**config.mk**
```make
export PLATFORM = sky130hd
export DESIGN_NAME = seg_scan8
export DESIGN_NICKNAME = d
export VERILOG_FILES = /design/src/rtl/seg_pkg.sv /design/src/rtl/seg_hex_dec.sv /design/src/rtl/seg_scan8.sv
export SDC_FILE = /design/constraint.sdc
export NUM_CORES = 1
export LEC_CHECK = 0
export ABC_AREA = 0
export CAP_MARGIN = 10
export CELL_PAD_IN_SITES_DETAIL_PLACEMENT = 1
export CELL_PAD_IN_SITES_GLOBAL_PLACEMENT = 2
export CORE_UTILIZATION = 36
export CTS_BUF_LIST = sky130_fd_sc_hd__clkbuf_16
export CTS_CLUSTER_DIAMETER = 200
export DETAILED_ROUTE_END_ITERATION = 7
export MAX_ROUTING_LAYER = met4
export PLACE_DENSITY = 0.84
export SLEW_MARGIN = 0
export SYNTH_ARGS = -nofsm -noshare
export SYNTH_HDL_FRONTEND = slang
export SYNTH_SLANG_ARGS = --single-unit
```
**constraint.sdc**
```tcl
create_clock -name I_clk -period 2.67 [get_ports I_clk]
set_clock_uncertainty 0.05 [all_clocks]
set_input_delay 0.4005 -clock I_clk [delete_from_list [all_inputs] [get_ports I_clk]]
set_output_delay 0.4005 -clock I_clk [all_outputs]
set_load 0.1 [all_outputs]
```
**src/rtl/seg_pkg.sv**
```systemverilog
// Shared constants and types for the multiplexed seven-segment display driver.
// Segment patterns are active-low {g,f,e,d,c,b,a}.
package seg_pkg;

  localparam int NUM_DIGITS = 8;

  localparam logic [6:0] SEG_0 = 7'h40;
  localparam logic [6:0] SEG_1 = 7'h79;
  localparam logic [6:0] SEG_2 = 7'h24;
  localparam logic [6:0] SEG_3 = 7'h30;
  localparam logic [6:0] SEG_4 = 7'h19;
  localparam logic [6:0] SEG_5 = 7'h12;
  localparam logic [6:0] SEG_6 = 7'h02;
  localparam logic [6:0] SEG_7 = 7'h78;
  localparam logic [6:0] SEG_8 = 7'h00;
  localparam logic [6:0] SEG_9 = 7'h10;
  localparam logic [6:0] SEG_A = 7'h08;
  localparam logic [6:0] SEG_B = 7'h03;
  localparam logic [6:0] SEG_C = 7'h46;
  localparam logic [6:0] SEG_D = 7'h21;
  localparam logic [6:0] SEG_E = 7'h06;
  localparam logic [6:0] SEG_F = 7'h0E;

  localparam logic [6:0] SEG_OFF = 7'h7F;
  localparam logic [7:0] AN_OFF  = 8'hFF;

  typedef enum logic {
    BLANK = 1'b0,
    DRIVE = 1'b1
  } scan_state_t;

  // One-hot-low anode pattern for the digit being driven.
  function automatic logic [7:0] an_select(input logic [2:0] idx);
    an_select = ~(8'h01 << idx);
  endfunction

endpackage

```
**src/rtl/seg_hex_dec.sv**
```systemverilog
// Combinational hex-to-segment decoder; all sixteen codes are shown as hex digits.
module seg_hex_dec
  import seg_pkg::*;
(
  input  logic [3:0] value,
  output logic [6:0] seg
);

  always_comb begin
    seg = SEG_OFF;
    case (value)
      4'h0: seg = SEG_0;
      4'h1: seg = SEG_1;
      4'h2: seg = SEG_2;
      4'h3: seg = SEG_3;
      4'h4: seg = SEG_4;
      4'h5: seg = SEG_5;
      4'h6: seg = SEG_6;
      4'h7: seg = SEG_7;
      4'h8: seg = SEG_8;
      4'h9: seg = SEG_9;
      4'hA: seg = SEG_A;
      4'hB: seg = SEG_B;
      4'hC: seg = SEG_C;
      4'hD: seg = SEG_D;
      4'hE: seg = SEG_E;
      4'hF: seg = SEG_F;
      default: seg = SEG_OFF;
    endcase
  end

endmodule

```
**src/rtl/seg_scan8.sv**
```systemverilog
// Eight-digit time-multiplexed seven-segment driver with a blanking interval at the
// start of every slot and a frame-coherent snapshot of the digit inputs.
module seg_scan8
  import seg_pkg::*;
#(
  parameter int DIGIT_TICKS = 100,
  parameter int DEAD_TICKS  = 4
) (
  input  logic       I_clk,
  input  logic       I_rst,
  input  logic [3:0] I_num1,
  input  logic [3:0] I_num2,
  input  logic [3:0] I_num3,
  input  logic [3:0] I_num4,
  input  logic [3:0] I_num5,
  input  logic [3:0] I_num6,
  input  logic [3:0] I_num7,
  input  logic [3:0] I_num8,
  input  logic [7:0] I_blank,
  input  logic [7:0] I_dp,
  output logic [7:0] O_an,
  output logic [6:0] O_seg,
  output logic       O_dp,
  output logic       O_frame
);

  localparam int CW = $clog2(DIGIT_TICKS);
  localparam logic [CW-1:0] SLOT_LAST = CW'(DIGIT_TICKS - 1);
  localparam logic [CW-1:0] DEAD_END  = CW'(DEAD_TICKS);

  logic [CW-1:0]   slot_cnt;
  logic [CW-1:0]   slot_cnt_next;
  logic [2:0]      digit_idx;
  scan_state_t     state;
  scan_state_t     state_next;

  logic [7:0][3:0] snap_num;
  logic [7:0]      snap_blank;
  logic [7:0]      snap_dp;

  logic            frame_start;
  logic [6:0]      dec_seg;
  logic [7:0]      an_d;
  logic [6:0]      seg_d;
  logic            dp_d;

  assign frame_start   = (slot_cnt == '0) && (digit_idx == 3'd0);
  assign slot_cnt_next = (slot_cnt == SLOT_LAST) ? '0 : slot_cnt + CW'(1);

  // Slot counter and digit index; the index wraps 7->0 with no idle slot.
  always_ff @(posedge I_clk or posedge I_rst) begin
    if (I_rst) begin
      slot_cnt  <= '0;
      digit_idx <= 3'd0;
    end else begin
      slot_cnt <= slot_cnt_next;
      if (slot_cnt == SLOT_LAST)
        digit_idx <= digit_idx + 3'd1;
    end
  end

  // Inputs are sampled only at the first edge of slot 0 so a frame never mixes old and new digits.
  always_ff @(posedge I_clk or posedge I_rst) begin
    if (I_rst) begin
      snap_num   <= '0;
      snap_blank <= '0;
      snap_dp    <= '0;
    end else if (frame_start) begin
      snap_num   <= {I_num8, I_num7, I_num6, I_num5, I_num4, I_num3, I_num2, I_num1};
      snap_blank <= I_blank;
      snap_dp    <= I_dp;
    end
  end

  // State tracks the position of the current edge within its slot.
  always_ff @(posedge I_clk or posedge I_rst) begin
    if (I_rst)
      state <= BLANK;
    else
      state <= state_next;
  end

  always_comb begin
    state_next = DRIVE;
    if (slot_cnt_next < DEAD_END)
      state_next = BLANK;
  end

  seg_hex_dec u_dec (
    .value (snap_num[digit_idx]),
    .seg   (dec_seg)
  );

  always_comb begin
    an_d  = AN_OFF;
    seg_d = SEG_OFF;
    dp_d  = 1'b1;
    if (state == DRIVE) begin
      an_d  = an_select(digit_idx);
      seg_d = snap_blank[digit_idx] ? SEG_OFF : dec_seg;
      dp_d  = ~snap_dp[digit_idx];
    end
  end

  // Every output is registered so the pins never see a combinational path from the inputs.
  always_ff @(posedge I_clk or posedge I_rst) begin
    if (I_rst) begin
      O_an    <= AN_OFF;
      O_seg   <= SEG_OFF;
      O_dp    <= 1'b1;
      O_frame <= 1'b0;
    end else begin
      O_an    <= an_d;
      O_seg   <= seg_d;
      O_dp    <= dp_d;
      O_frame <= frame_start;
    end
  end

endmodule
```
==> flow_summary.ini <==
[power]
combPwrFrac = 0.103
switching_power_uw = 650
pwr-share-clk = 0.444
power_density_nw_per_um2 = 584
swShare = 0.240
p_seq_frac = 0.453
internal-power_uw = 2060
ir_drop_mv = 0.279
power.leakage_uw = 0.00189

[synth]
syn_inst = 257
synth_top_area_share = 0.422
synth_top_area_cell = dfrtp_1
synth_area_leaders = dfrtp_1 (42%), mux2_2 (16%), dfstp_2 (12%), mux4_1 (5.2%), ha_1 (4.6%)
ys_ff_latch = 76
synth_nets = 320
synthDistinctLibCells = 40
synthArstFlopShare = 1.00
synth_edf_count = 0
ys_warn_count = 0
syn_avg_cell_area_um2 = 13.8
synthMostInstantiatedCell = dfrtp_1
syn_area_um2 = 3560
synth_top_cells_by_count = dfrtp_1 (60), mux2_2 (50), nand2_1 (19)
synth_seq_area_share = 0.540
synth_flop_cell = dfrtp_1

[critical_path]
worst_setup_path_start_kind = flop
critPathMaxStageDelay_ns = 0.56
worstPathCellList = buf_4 -> mux4_1 -> nand2_1 -> and2_1 -> ha_1 -> nor3_1 -> a211oi_2 -> o21ai_1
crit_type = flop to flop
reg2reg_to = O_seg[3]
critPathTopFamily = simple AND/OR/NAND/NOR gates
worst-path-buf-inv = 1
regToRegStartpoint = digit_idx[0]
cp.required_ns = 2.88
cp_max_fo = 10
arrival_ns = 2.56
r2r_cells = 8
endpoint_kind = flop
cp_slowest_cell = mux4_1
r2r_slack_ns = 0.32

[final_layout]
area_delta_synth_final_pct = 30.4
nets = 391
drive_gt1_frac = 0.354
diodes = 0
nFillCells = 985
final_core_util = 0.492

[clock_tree]
post-cts-setup-buffers = 0
clock_sinks = 76
cts_hold_buffers = 0
post_cts_resized = 0
cts_htree_levels = 3
clock-root-buffer = clkbuf_16
cts_tree = built
clk_pin_slew_worst_paths_ns = 0.06
clk_latency_ns = 0.33
cts_buffers = 9
clockBufferDepth = 2

[placement]
io_buffers = 66
detailedPlace.worstSlack_ns = 0.328
place.gp.congestion = 0.740
hpwlAfterDp_um = 5230

[timing]
rsz0062_at_grt = false
clock.fmax_ghz = 0.425
tightest_slew_ns = 0.505
finalCriticalPeriod_ns = 2.35
post-route-period-util = 0.881
max-slew-margin-rel = 0.660
hold_viol = 0
slew_viol_final = 0
setup_viol = 0
setup_ws_ns = 0.318
tns_ns = 0

[global_routing]
grt_usage = 0.163
antenna_found_initial = 0
grt_overflow = 0
grt_max_degree = 77
grt_pass1_vias = 2376
grt_pass1_wl_um = 12100

[hold_path]
hold_path_class = primary input to asynchronous set/reset pin

[die]
num_rows = 35
die_w_um = 101
core_um2 = 9420
die-area_um2 = 10300
ios = 67
initial_core_util = 0.378
die_y_um = 101

[drt]
routedWlPerCell_um = 15.8
drc = 0
ant_nets = 0
vias = 2240
vias_per_cell = 4.85
drt_iter0_markers = 47
first_pass_iters = 5
wl_um = 7280

[run]
maxCapViolCount = 0

[outcome]
run_status = complete, no violations
worst min-delay path, cell delays in order:
cell and delay [ns]:
clkdlybuf4s50_1 0.41, inv_2 0.07, buf_12 0.32
how the worst max path moves through the flow:
stage	startpoint	endpoint	slack (ns)	cells past startpoint
5_1_grt	digit_idx[0]	O_seg[3]	0.12	10
2_1_floorplan	I_rst	O_frame	0.31	1
3_5_place_dp	digit_idx[0]	O_seg[3]	0.33	8
6_report	digit_idx[0]	O_seg[3]	0.32	8
4_1_cts	digit_idx[0]	O_seg[3]	0.31	8
3_3_place_gp	digit_idx[0]	O_seg[3]	0.45	10
power by group through the flow:
stage | Combinational [uW] | Clock (uW) | Sequential [uW]
after floorplan | 102 | 0 | 1310
final | 280 | 1200 | 1230
after global placement | 278 | 0 | 1250
after global routing | 301 | 1280 | 1230
after detailed placement | 283 | 0 | 1250
after CTS | 285 | 1220 | 1230
layout by cell type, fill, tap and decap left out, types with 2 or more instances in the layout:
master | Yosys | final
mux2_2 | 50 | 50
a21oi_1 | 5 | 5
dfstp_2 | 16 | 16
mux4_1 | 7 | 7
nor2b_1 | 2 | 2
mux4_2 | 3 | 3
nand2_1 | 19 | 19
ha_1 | 13 | 13
buf_12 | 1 | 3
o21ai_0 | 3 | 3
mux2i_1 | 5 | 5
xnor2_1 | 4 | 4
inv_1 | 9 | 9
nor3_1 | 6 | 6
buf_4 | 0 | 21
clkinv_2 | 0 | 2
clkbuf_16 | 0 | 9
o221ai_1 | 4 | 4
nand3_1 | 6 | 6
mux2i_4 | 2 | 2
clkdlybuf4s50_1 | 0 | 49
nand4_1 | 2 | 2
dfrtp_1 | 60 | 60
nor2_1 | 10 | 9
inv_2 | 2 | 3
logic make-up after synthesis:
family	count (synthesis)	share of synthesized area
AO/OA/AOI/OAI	20	0.0408
XOR/XNOR	4	0.00985
adder cells (fa/ha/maj)	13	0.0457
buffers and inverters	24	0.0369
flip-flops	76	0.540
multiplexers	67	0.256
AND/OR/NAND/NOR	53	0.0704
per-layer routing:
metal | global-route usage | routed length, um
met5 | - | 0
met3 | 0.0297 | 236
met1 | 0.209 | 3460
met2 | 0.255 | 3470
met4 | 0.0669 | 121
through the flow:
stage               hold slack, ns  power (uW)  instances  area (um2)
finish                       0.406        2710        462        4640
CTS                          0.436        2740        462        4640
global route                 0.470        2810        462        4640
detailed placement           0.441        1530        446        4340
global placement             0.422        1520        446        4340
floorplan                    0.404        1410        257        3560
state kept, by name, indices dropped and copies added (netlist names):
signal / cells
O_seg: 7
digit_idx: 3
snap_blank: 8
O_frame: 1
snap_dp: 8
state: 1
snap_num: 32
slot_cnt: 7
O_dp: 1
O_an: 8
layout make-up:
| class | count | area (um2) | area share |
|---|---|---|---|
| timing repair buffer | 73 | 708 | 0.153 |
| multi-input combinational | 157 | 1510 | 0.326 |
| tap | 129 | 161 | 0.0348 |
| clock inverter | 7 | 68.8 | 0.0148 |
| clock buffer | 9 | 225 | 0.0486 |
| inverter | 11 | 41.3 | 0.00890 |
| sequential | 76 | 1920 | 0.414 |
No activity file was read; power rests on OpenSTA's default activity.
